File: config.mk
export PLATFORM = sky130hd
export DESIGN_NAME = ddr_deserializer
export DESIGN_NICKNAME = d
export VERILOG_FILES = /design/src/rtl/ddr_deserializer.sv
export SDC_FILE = /design/constraint.sdc
export NUM_CORES = 1
export LEC_CHECK = 0
export CAP_MARGIN = 20
export CORE_UTILIZATION = 44
export DETAILED_ROUTE_END_ITERATION = 10
export PLACE_DENSITY_LB_ADDON = 0.25
export RECOVER_POWER = 100
export SYNTH_ARGS = -nofsm -noshare
export SYNTH_HDL_FRONTEND = slang
export SYNTH_SLANG_ARGS = --single-unit
File: constraint.sdc
create_clock -name clk -period 1.21 [get_ports clk]
set_input_delay 0.242 -clock clk [delete_from_list [all_inputs] [get_ports clk]]
set_output_delay 0.242 -clock clk [all_outputs]
set_load 0.05 [all_outputs]
File: src/rtl/ddr_deserializer.sv
// DDR serial-to-parallel converter: one bit per clock edge, WIDTH-bit words out on valid/ready.
// Optional saturating overflow counter on port ovf_cnt when DDR_DESER_OVF_CNT_EN is defined.
module ddr_deserializer #(
  parameter int WIDTH     = 8,
  parameter bit MSB_FIRST = 1'b1,
  parameter int CNT_W     = 8
) (
  input  logic             clk,
  input  logic             rst,
  input  logic             d,
  input  logic             en,
  input  logic             sync,
  output logic [WIDTH-1:0] data_out,
  output logic             valid,
  input  logic             ready,
  output logic             ovf
`ifdef DDR_DESER_OVF_CNT_EN
  ,
  output logic [CNT_W-1:0] ovf_cnt
`endif
);

  localparam int PAIRS = WIDTH / 2;
  localparam int PC_W  = (PAIRS > 1) ? $clog2(PAIRS) : 1;
  localparam int SR_W  = (WIDTH > 2) ? WIDTH - 2 : 1;
  localparam logic [PC_W-1:0] LAST_PAIR = PC_W'(PAIRS - 1);

  logic             r_s_q;
  logic             f_s_q;
  logic [PC_W-1:0]  pc_q, pc_d;
  logic [SR_W-1:0]  sr_q, sr_d;
  logic [WIDTH-1:0] data_q, data_d;
  logic             valid_q, valid_d;
  logic             ovf_q, ovf_d;
  logic [WIDTH-1:0] word;
  logic [SR_W-1:0]  sr_shift;
  logic             done;

  // Edge capture: r_s_q holds the bit from the last posedge, f_s_q the bit from the last negedge.
  always_ff @(posedge clk or negedge rst) begin
    if (!rst) r_s_q <= 1'b0;
    else      r_s_q <= d;
  end

  always_ff @(negedge clk or negedge rst) begin
    if (!rst) f_s_q <= 1'b0;
    else      f_s_q <= d;
  end

  // The first bit of every pair is r_s_q, so it always lands ahead of f_s_q in word order.
  generate
    if (WIDTH == 2) begin : g_w2
      assign word     = MSB_FIRST ? {r_s_q, f_s_q} : {f_s_q, r_s_q};
      assign sr_shift = '0;
    end else if (WIDTH == 4) begin : g_w4
      assign word     = MSB_FIRST ? {sr_q, r_s_q, f_s_q} : {f_s_q, r_s_q, sr_q};
      assign sr_shift = MSB_FIRST ? {r_s_q, f_s_q} : {f_s_q, r_s_q};
    end else begin : g_wn
      assign word     = MSB_FIRST ? {sr_q, r_s_q, f_s_q} : {f_s_q, r_s_q, sr_q};
      assign sr_shift = MSB_FIRST ? {sr_q[SR_W-3:0], r_s_q, f_s_q}
                                  : {f_s_q, r_s_q, sr_q[SR_W-1:2]};
    end
  endgenerate

  // Handshake: valid stays high until a posedge with ready=1; a word completing at that
  // same posedge replaces it and keeps valid high. Completing while valid=1 and ready=0
  // overwrites data_out and raises ovf for exactly one cycle. ready with valid=0 is ignored.
  always_comb begin
    pc_d    = pc_q;
    sr_d    = sr_q;
    data_d  = data_q;
    valid_d = valid_q;
    ovf_d   = 1'b0;
    done    = 1'b0;
    if (sync) begin
      pc_d = '0;
      sr_d = '0;
    end else if (en) begin
      if (pc_q == LAST_PAIR) begin
        pc_d = '0;
        sr_d = '0;
        done = 1'b1;
      end else begin
        pc_d = pc_q + 1'b1;
        sr_d = sr_shift;
      end
    end
    if (done) begin
      data_d  = word;
      valid_d = 1'b1;
      ovf_d   = valid_q && !ready;
    end else if (valid_q && ready) begin
      valid_d = 1'b0;
    end
  end

  always_ff @(posedge clk or negedge rst) begin
    if (!rst) begin
      pc_q    <= '0;
      sr_q    <= '0;
      data_q  <= '0;
      valid_q <= 1'b0;
      ovf_q   <= 1'b0;
    end else begin
      pc_q    <= pc_d;
      sr_q    <= sr_d;
      data_q  <= data_d;
      valid_q <= valid_d;
      ovf_q   <= ovf_d;
    end
  end

  assign data_out = data_q;
  assign valid    = valid_q;
  assign ovf      = ovf_q;

`ifdef DDR_DESER_OVF_CNT_EN
  logic [CNT_W-1:0] ovf_cnt_q, ovf_cnt_d;

  always_comb begin
    ovf_cnt_d = ovf_cnt_q;
    if (ovf_d && (ovf_cnt_q != {CNT_W{1'b1}})) ovf_cnt_d = ovf_cnt_q + 1'b1;
  end

  always_ff @(posedge clk or negedge rst) begin
    if (!rst) ovf_cnt_q <= '0;
    else      ovf_cnt_q <= ovf_cnt_d;
  end

  assign ovf_cnt = ovf_cnt_q;
`endif

endmodule

==> impl_metrics.yaml, run 1 <==
status:
  outcome: "finished, violations left"
  violations: "negative setup slack"
placement:
  portBuffers: 15
  place_area_sq_um: 1140
  hpwlAfterDp_um: 893
  gp_congestion: 0.758
  pre_cts_ws_ns: -0.232
drt:
  ant_nets: 0
  first_pass_iters: 4
  drtIter0Drc: 13
  routedWlPerCell_um: 12.3
  viasPerCell: 4.71
  drc: 0
  num_vias: 495
  totalWireLength_um: 1290
cts:
  clock_path_buffers: 2
  cts-buffers-inserted: 3
  htreeDepth: 1
  cts_root_buffer: "clkbuf_4"
  clkSinkCount: 20
  postCtsHoldBufs: 0
  cts_tree: "done"
  clk_pin_slew_ns: 0.11
  clock_latency_ns: 0.29
floorplan:
  io_pins: 16
  dieArea_sq_um: 2070
  die_x_um: 45.5
  num_rows: 15
  start_util_pct: 47.7
  core_region_area_sq_um: 1750
  die_h_um: 45.5
global_routing:
  first_global_vias: 491
  antenna_found_initial: 0
  grt_max_degree: 20
  grt_use_total_pct: 14.9
  grt_pass1_wl_um: 2130
  grt_overflow: 0
cells_and_area:
  fill_cells: 151
  n_antenna_cell: 0
  stdcell_area_sq_um: 1060
  drive_gt1_share_pct: 37.5
  layout.nets: 88
  syn_to_final_growth_pct: 26.9
setup_path:
  arrival_ns: 1.51
  path_buf_inv: 0
  worstPathMaxFanout: 2
  required_ns: 1.40
  crit_path_end_kind: "flop"
  crit_slowest_cell: "dfrtn_1"
  cpLargestDelayFamily: "flip-flops"
  slowest_delay_ns: 0.36
  path_cells: "mux2_4"
  start_kind: "flop"
  criticalPathCategory: "reg -> reg"
hold_path:
  hp-class: "in -> async"
synth:
  yosys-top-cells-count: "dfrtp_1, mux2_4, nand2b_1, a21oi_1, nand3b_1"
  ys_types: 14
  yosys.cell_count.top_type: "dfrtp_1"
  ys_top_cells_by_area: "dfrtp_1, mux2_4, nand3b_1"
  syn_area_per_cell_sq_um: 14.4
  netlist_instances: 58
  synth-warning-count: 0
  yosys.area.top_type: "dfrtp_1"
  async_reset_ff_share_pct: 100
  yosysSeqAreaShare_pct: 60.1
  syn_area_sq_um: 833
  ys.flop_type: "dfrtp_1"
  synth_edf_count: 0
  synth_top_area_share_pct: 57.1
  synth_seq_cells: 20
  synth_nets: 65
sta:
  drv_slew: 0
  relSlewSlack_pct: 69.1
  setup_viol: 10
  finClkSkew_ns: 0.00431
  finalHoldViolCount: 0
  finalWorstSetupSlack_ns: -0.115
  worstMarginPinSlew_ns: 0.463
  rsz0062_at_grt: "yes"
run:
  drv_cap: 0
power_and_ir_drop:
  irDropWorstVdd_v: 0.000702
  cellLeakagePower_nw: 0.544
  power_density_nw_per_um2: 1280
==> area by class of cell <==
cell class                      instances  area [sq um]  area share [%]
Sequential cell                        20           500            47.3
Timing Repair Buffer                   21           180            17.0
Clock buffer                            4          36.3            3.43
Multi-Input combinational cell         35           309            29.2
Tap cell                               25          31.3            2.96
==> what timing repair did <==
| action | 4_1_cts | 5_1_grt |
|---|---|---|
| setup endpoints to repair | 9 | 10 |
| pin swaps | 0 | 1 |
| hold endpoints to repair | 0 | 0 |
| resized for setup | 0 | 1 |
| buffers inserted | 1 | 0 |
==> metal layers <==
layer	track usage (%)	share of wire [%]	vias to the layer above
li1	-	-	239
met1	19.2	50	241
met2	21.7	44	13
met3	4.76	4.6	2
met4	9.09	1.2	0
met5	0	0	-
==> path summary, 6_finish.rpt <==
kind / from / to / slack, ns / cells past startpoint
max reg2reg: f_s_q / data_out[0] / -0.12 / 1
max in group asynchronous: rst / f_s_q / 0.37 / 1
min reg2reg: valid / valid / 0.51 / 2
min: rst / data_out[6] / 0.50 / 2
max: f_s_q / data_out[0] / -0.12 / 1
min in group clk: valid / valid / 0.51 / 2
==> sequential cells by signal, indices dropped and copies added (netlist names) <==
name / flops
data_out: 8
f_s_q: 1
ovf: 1
pc_q: 2
r_s_q: 1
sr_q: 6
valid: 1
==> logic make-up (layout without fill, tap and decap cells) <==
family,count (synthesis),count (layout),share of synthesized area (%)
AO/OA/AOI/OAI,6,6,3.60
XOR/XNOR,1,1,1.05
adder cells (fa/ha/maj),1,1,1.50
buffers and inverters,3,25,3.30
flip-flops,20,20,60.1
multiplexers,9,9,15.6
AND/OR/NAND/NOR,18,18,14.9
==> cell usage in the layout, fill, tap and decap left out, types with 2 or more instances in the layout <==
cell type | synthesis | final
nand2b_1 | 7 | 7
buf_4 | 0 | 10
dlygate4sd3_1 | 0 | 2
clkbuf_4 | 0 | 7
nor2_1 | 3 | 3
a21oi_1 | 6 | 5
nand3b_1 | 6 | 6
mux2_4 | 8 | 8
clkdlybuf4s50_1 | 0 | 3
dfrtp_1 | 19 | 19
==> stage by stage <==
stage	setup TNS [ns]	utilization, %	hold WS [ns]	total power [mW]	std cells
after floorplan	-0.125	-	-0.0536	0.895	58
after global placement	-2.59	65.2	0.492	1.04	100
after detailed placement	-2.91	65.2	0.499	1.05	100
after CTS	-0.201	67.7	0.354	1.43	105
after global routing	-0.887	60.6	0.516	1.42	105
final	-0.463	60.6	0.503	1.36	105
==> power by group <==
group | switching, mW | internal (mW)
logic | 0.133 | 0.116
clock network | 0.191 | 0.183
registers | 0.0275 | 0.706
Power figures use the tool's default switching activity.
==> run 2, diff against run 1 <==
--- a/config.mk
+++ b/config.mk
@@ -5,6 +5,7 @@
 export SDC_FILE = /design/constraint.sdc
 export NUM_CORES = 1
 export LEC_CHECK = 0
+export ABC_CLOCK_PERIOD_IN_PS = 1210
 export CAP_MARGIN = 20
 export CORE_UTILIZATION = 44
 export DETAILED_ROUTE_END_ITERATION = 10
==> results of run 2 <==
Same layout as run 1: the final DEF is identical, and so are final timing and power.
==> patch (flow settings as in run 1) <==
`sr_q` and `data_q` no longer have a reset.
--- a/src/rtl/ddr_deserializer.sv
+++ b/src/rtl/ddr_deserializer.sv
@@ -97,17 +97,18 @@
   always_ff @(posedge clk or negedge rst) begin
     if (!rst) begin
       pc_q    <= '0;
-      sr_q    <= '0;
-      data_q  <= '0;
       valid_q <= 1'b0;
       ovf_q   <= 1'b0;
     end else begin
       pc_q    <= pc_d;
-      sr_q    <= sr_d;
-      data_q  <= data_d;
       valid_q <= valid_d;
       ovf_q   <= ovf_d;
     end
+  end
+
+  always_ff @(posedge clk) begin
+    sr_q   <= sr_d;
+    data_q <= data_d;
   end
 
   assign data_out = data_q;
Function: not checked (the comparison handles one clock edge and no latches or derived clocks); the edit may change what the design does.
==> patch against run 1 <==
- die area is 15% lower
- final cell count fell by 14%
- wire length fell by 10%
- sequential cell count unchanged
- highest routed layer is now met3
- the run still ends with setup timing left
- area after synthesis fell by 16%
- design area down 9.1%
- count of clock-buffer cells in the layout is 1 lower
- global-route usage is 0.74 points higher
- first-iteration DRC count shrank 7.7%
- worst setup slack gained 23 ps
- utilization rose by 4.0 points
Power is not compared: it rests on default switching activity, and its combinational part moved more than twofold at a synthesized area within 25%.
==> patch: results (changes against run 1) <==
- # setup viols final: 6 (-4)
- DRT Wirelength: 1.158 mm (-10%)
- First-pass GRT wire length: 2.063 mm (-2.9%)
- Post-synth EDFFs: 8 (+8)
- Fillers: 106 (-30%)
- Layout Cells excl Fill: 90 (-14%)
- FF/Latch Area: 510.5 sq um (+2.0%)
- DP Cell Count: 86 (-14%)
- Synthesized Nets: 59 (-9.2%)
- Layout cells sized above 1: 0.2568 (-0.1182)
- Status: finished with violations
- DP Wirelength: 865.3 um (-3.1%)
- Initial DRC Count: 12 (-1)
- GPL Wtd Cong: 0.7286 (-3.9%)
- Avg Cell Area, Syn: 13.47 sq um (-6.2%)
- Final worst slack: -92.20 ps (+22.88 ps)
- FF-to-FF path depth: 2 (+1)
- Synth async-reset ratio: 0.3000 (-0.7000)
- Worst hold margin: 364.0 ps (-138.7 ps)
- Gr usage total: 0.1568 (+0.007443)
- Post-synthesis sequential area ratio: 0.7286 (+0.1280)
- Failing checks: setup timing
- Dpl ws: -265.3 ps (-33.49 ps)
- Setup bufs post-CTS: 0 (-1)
- Max_slew headroom: 0.8133 (+0.1222)
- Ranking of synthesized cells by area: edfxtp_1 (34%), dfrtp_1 (18%), dfxtp_1 (17%)
patch: worst max-delay path by stage:
stage	start	to	slack [ps]	depth (start not counted)
after global routing	f_s_q	sr_q[0]	-160	2
final	f_s_q	sr_q[0]	-90	2
after detailed placement	en	data_out[3]	-270	3
after floorplan	f_s_q	sr_q[0]	-10	2
after CTS	f_s_q	sr_q[0]	-90	2
after global placement	en	data_out[0]	-220	3
patch: timing repair:
item	4_1_cts	5_1_grt
hold buffers	0	0
gates resized for setup	1	3
hold endpoints to repair	0	0
setup endpoints to repair	12	15
pin swaps	0	1
patch: final cells by class:
type                       instances  area share
timing repair buffer              20      0.2305
tap                               16     0.02083
sequential                        20      0.5313
clock buffer                       3     0.02344
multi-input combinational         25      0.1680
clock inverter                     1    0.003906
inverter                           5     0.02214
patch: power by group through the flow:
| stage | clock network, uW | registers [uW] | logic [uW] |
|---|---|---|---|
| finish | 313 | 729 | 80.4 |
| global route | 342 | 732 | 91.4 |
| CTS | 318 | 730 | 86.4 |
| detailed placement | 0 | 745 | 85.9 |
| global placement | 0 | 743 | 82.9 |
| floorplan | 0 | 747 | 35.4 |
patch: cell families (layout without fill, tap and decap cells):
family,Yosys count,in the layout,share of synthesized area
compound gates,7,7,0.07142
fa+ha+maj,1,1,0.01785
buf+inv,7,29,0.04107
flops,20,20,0.7286
mux,1,1,0.01429
simple gates,16,16,0.1268
patch: routing by layer:
metal	track usage	routed length (um)
met5	0	0
met4	0.03871	0
met3	0.03913	46
met2	0.2406	604
met1	0.2245	506
patch: worst register-to-register path, cell delays in order (launching register included):
cell	delay [ps]
dfrtn_1	420
nand3b_1	80
a21oi_1	130
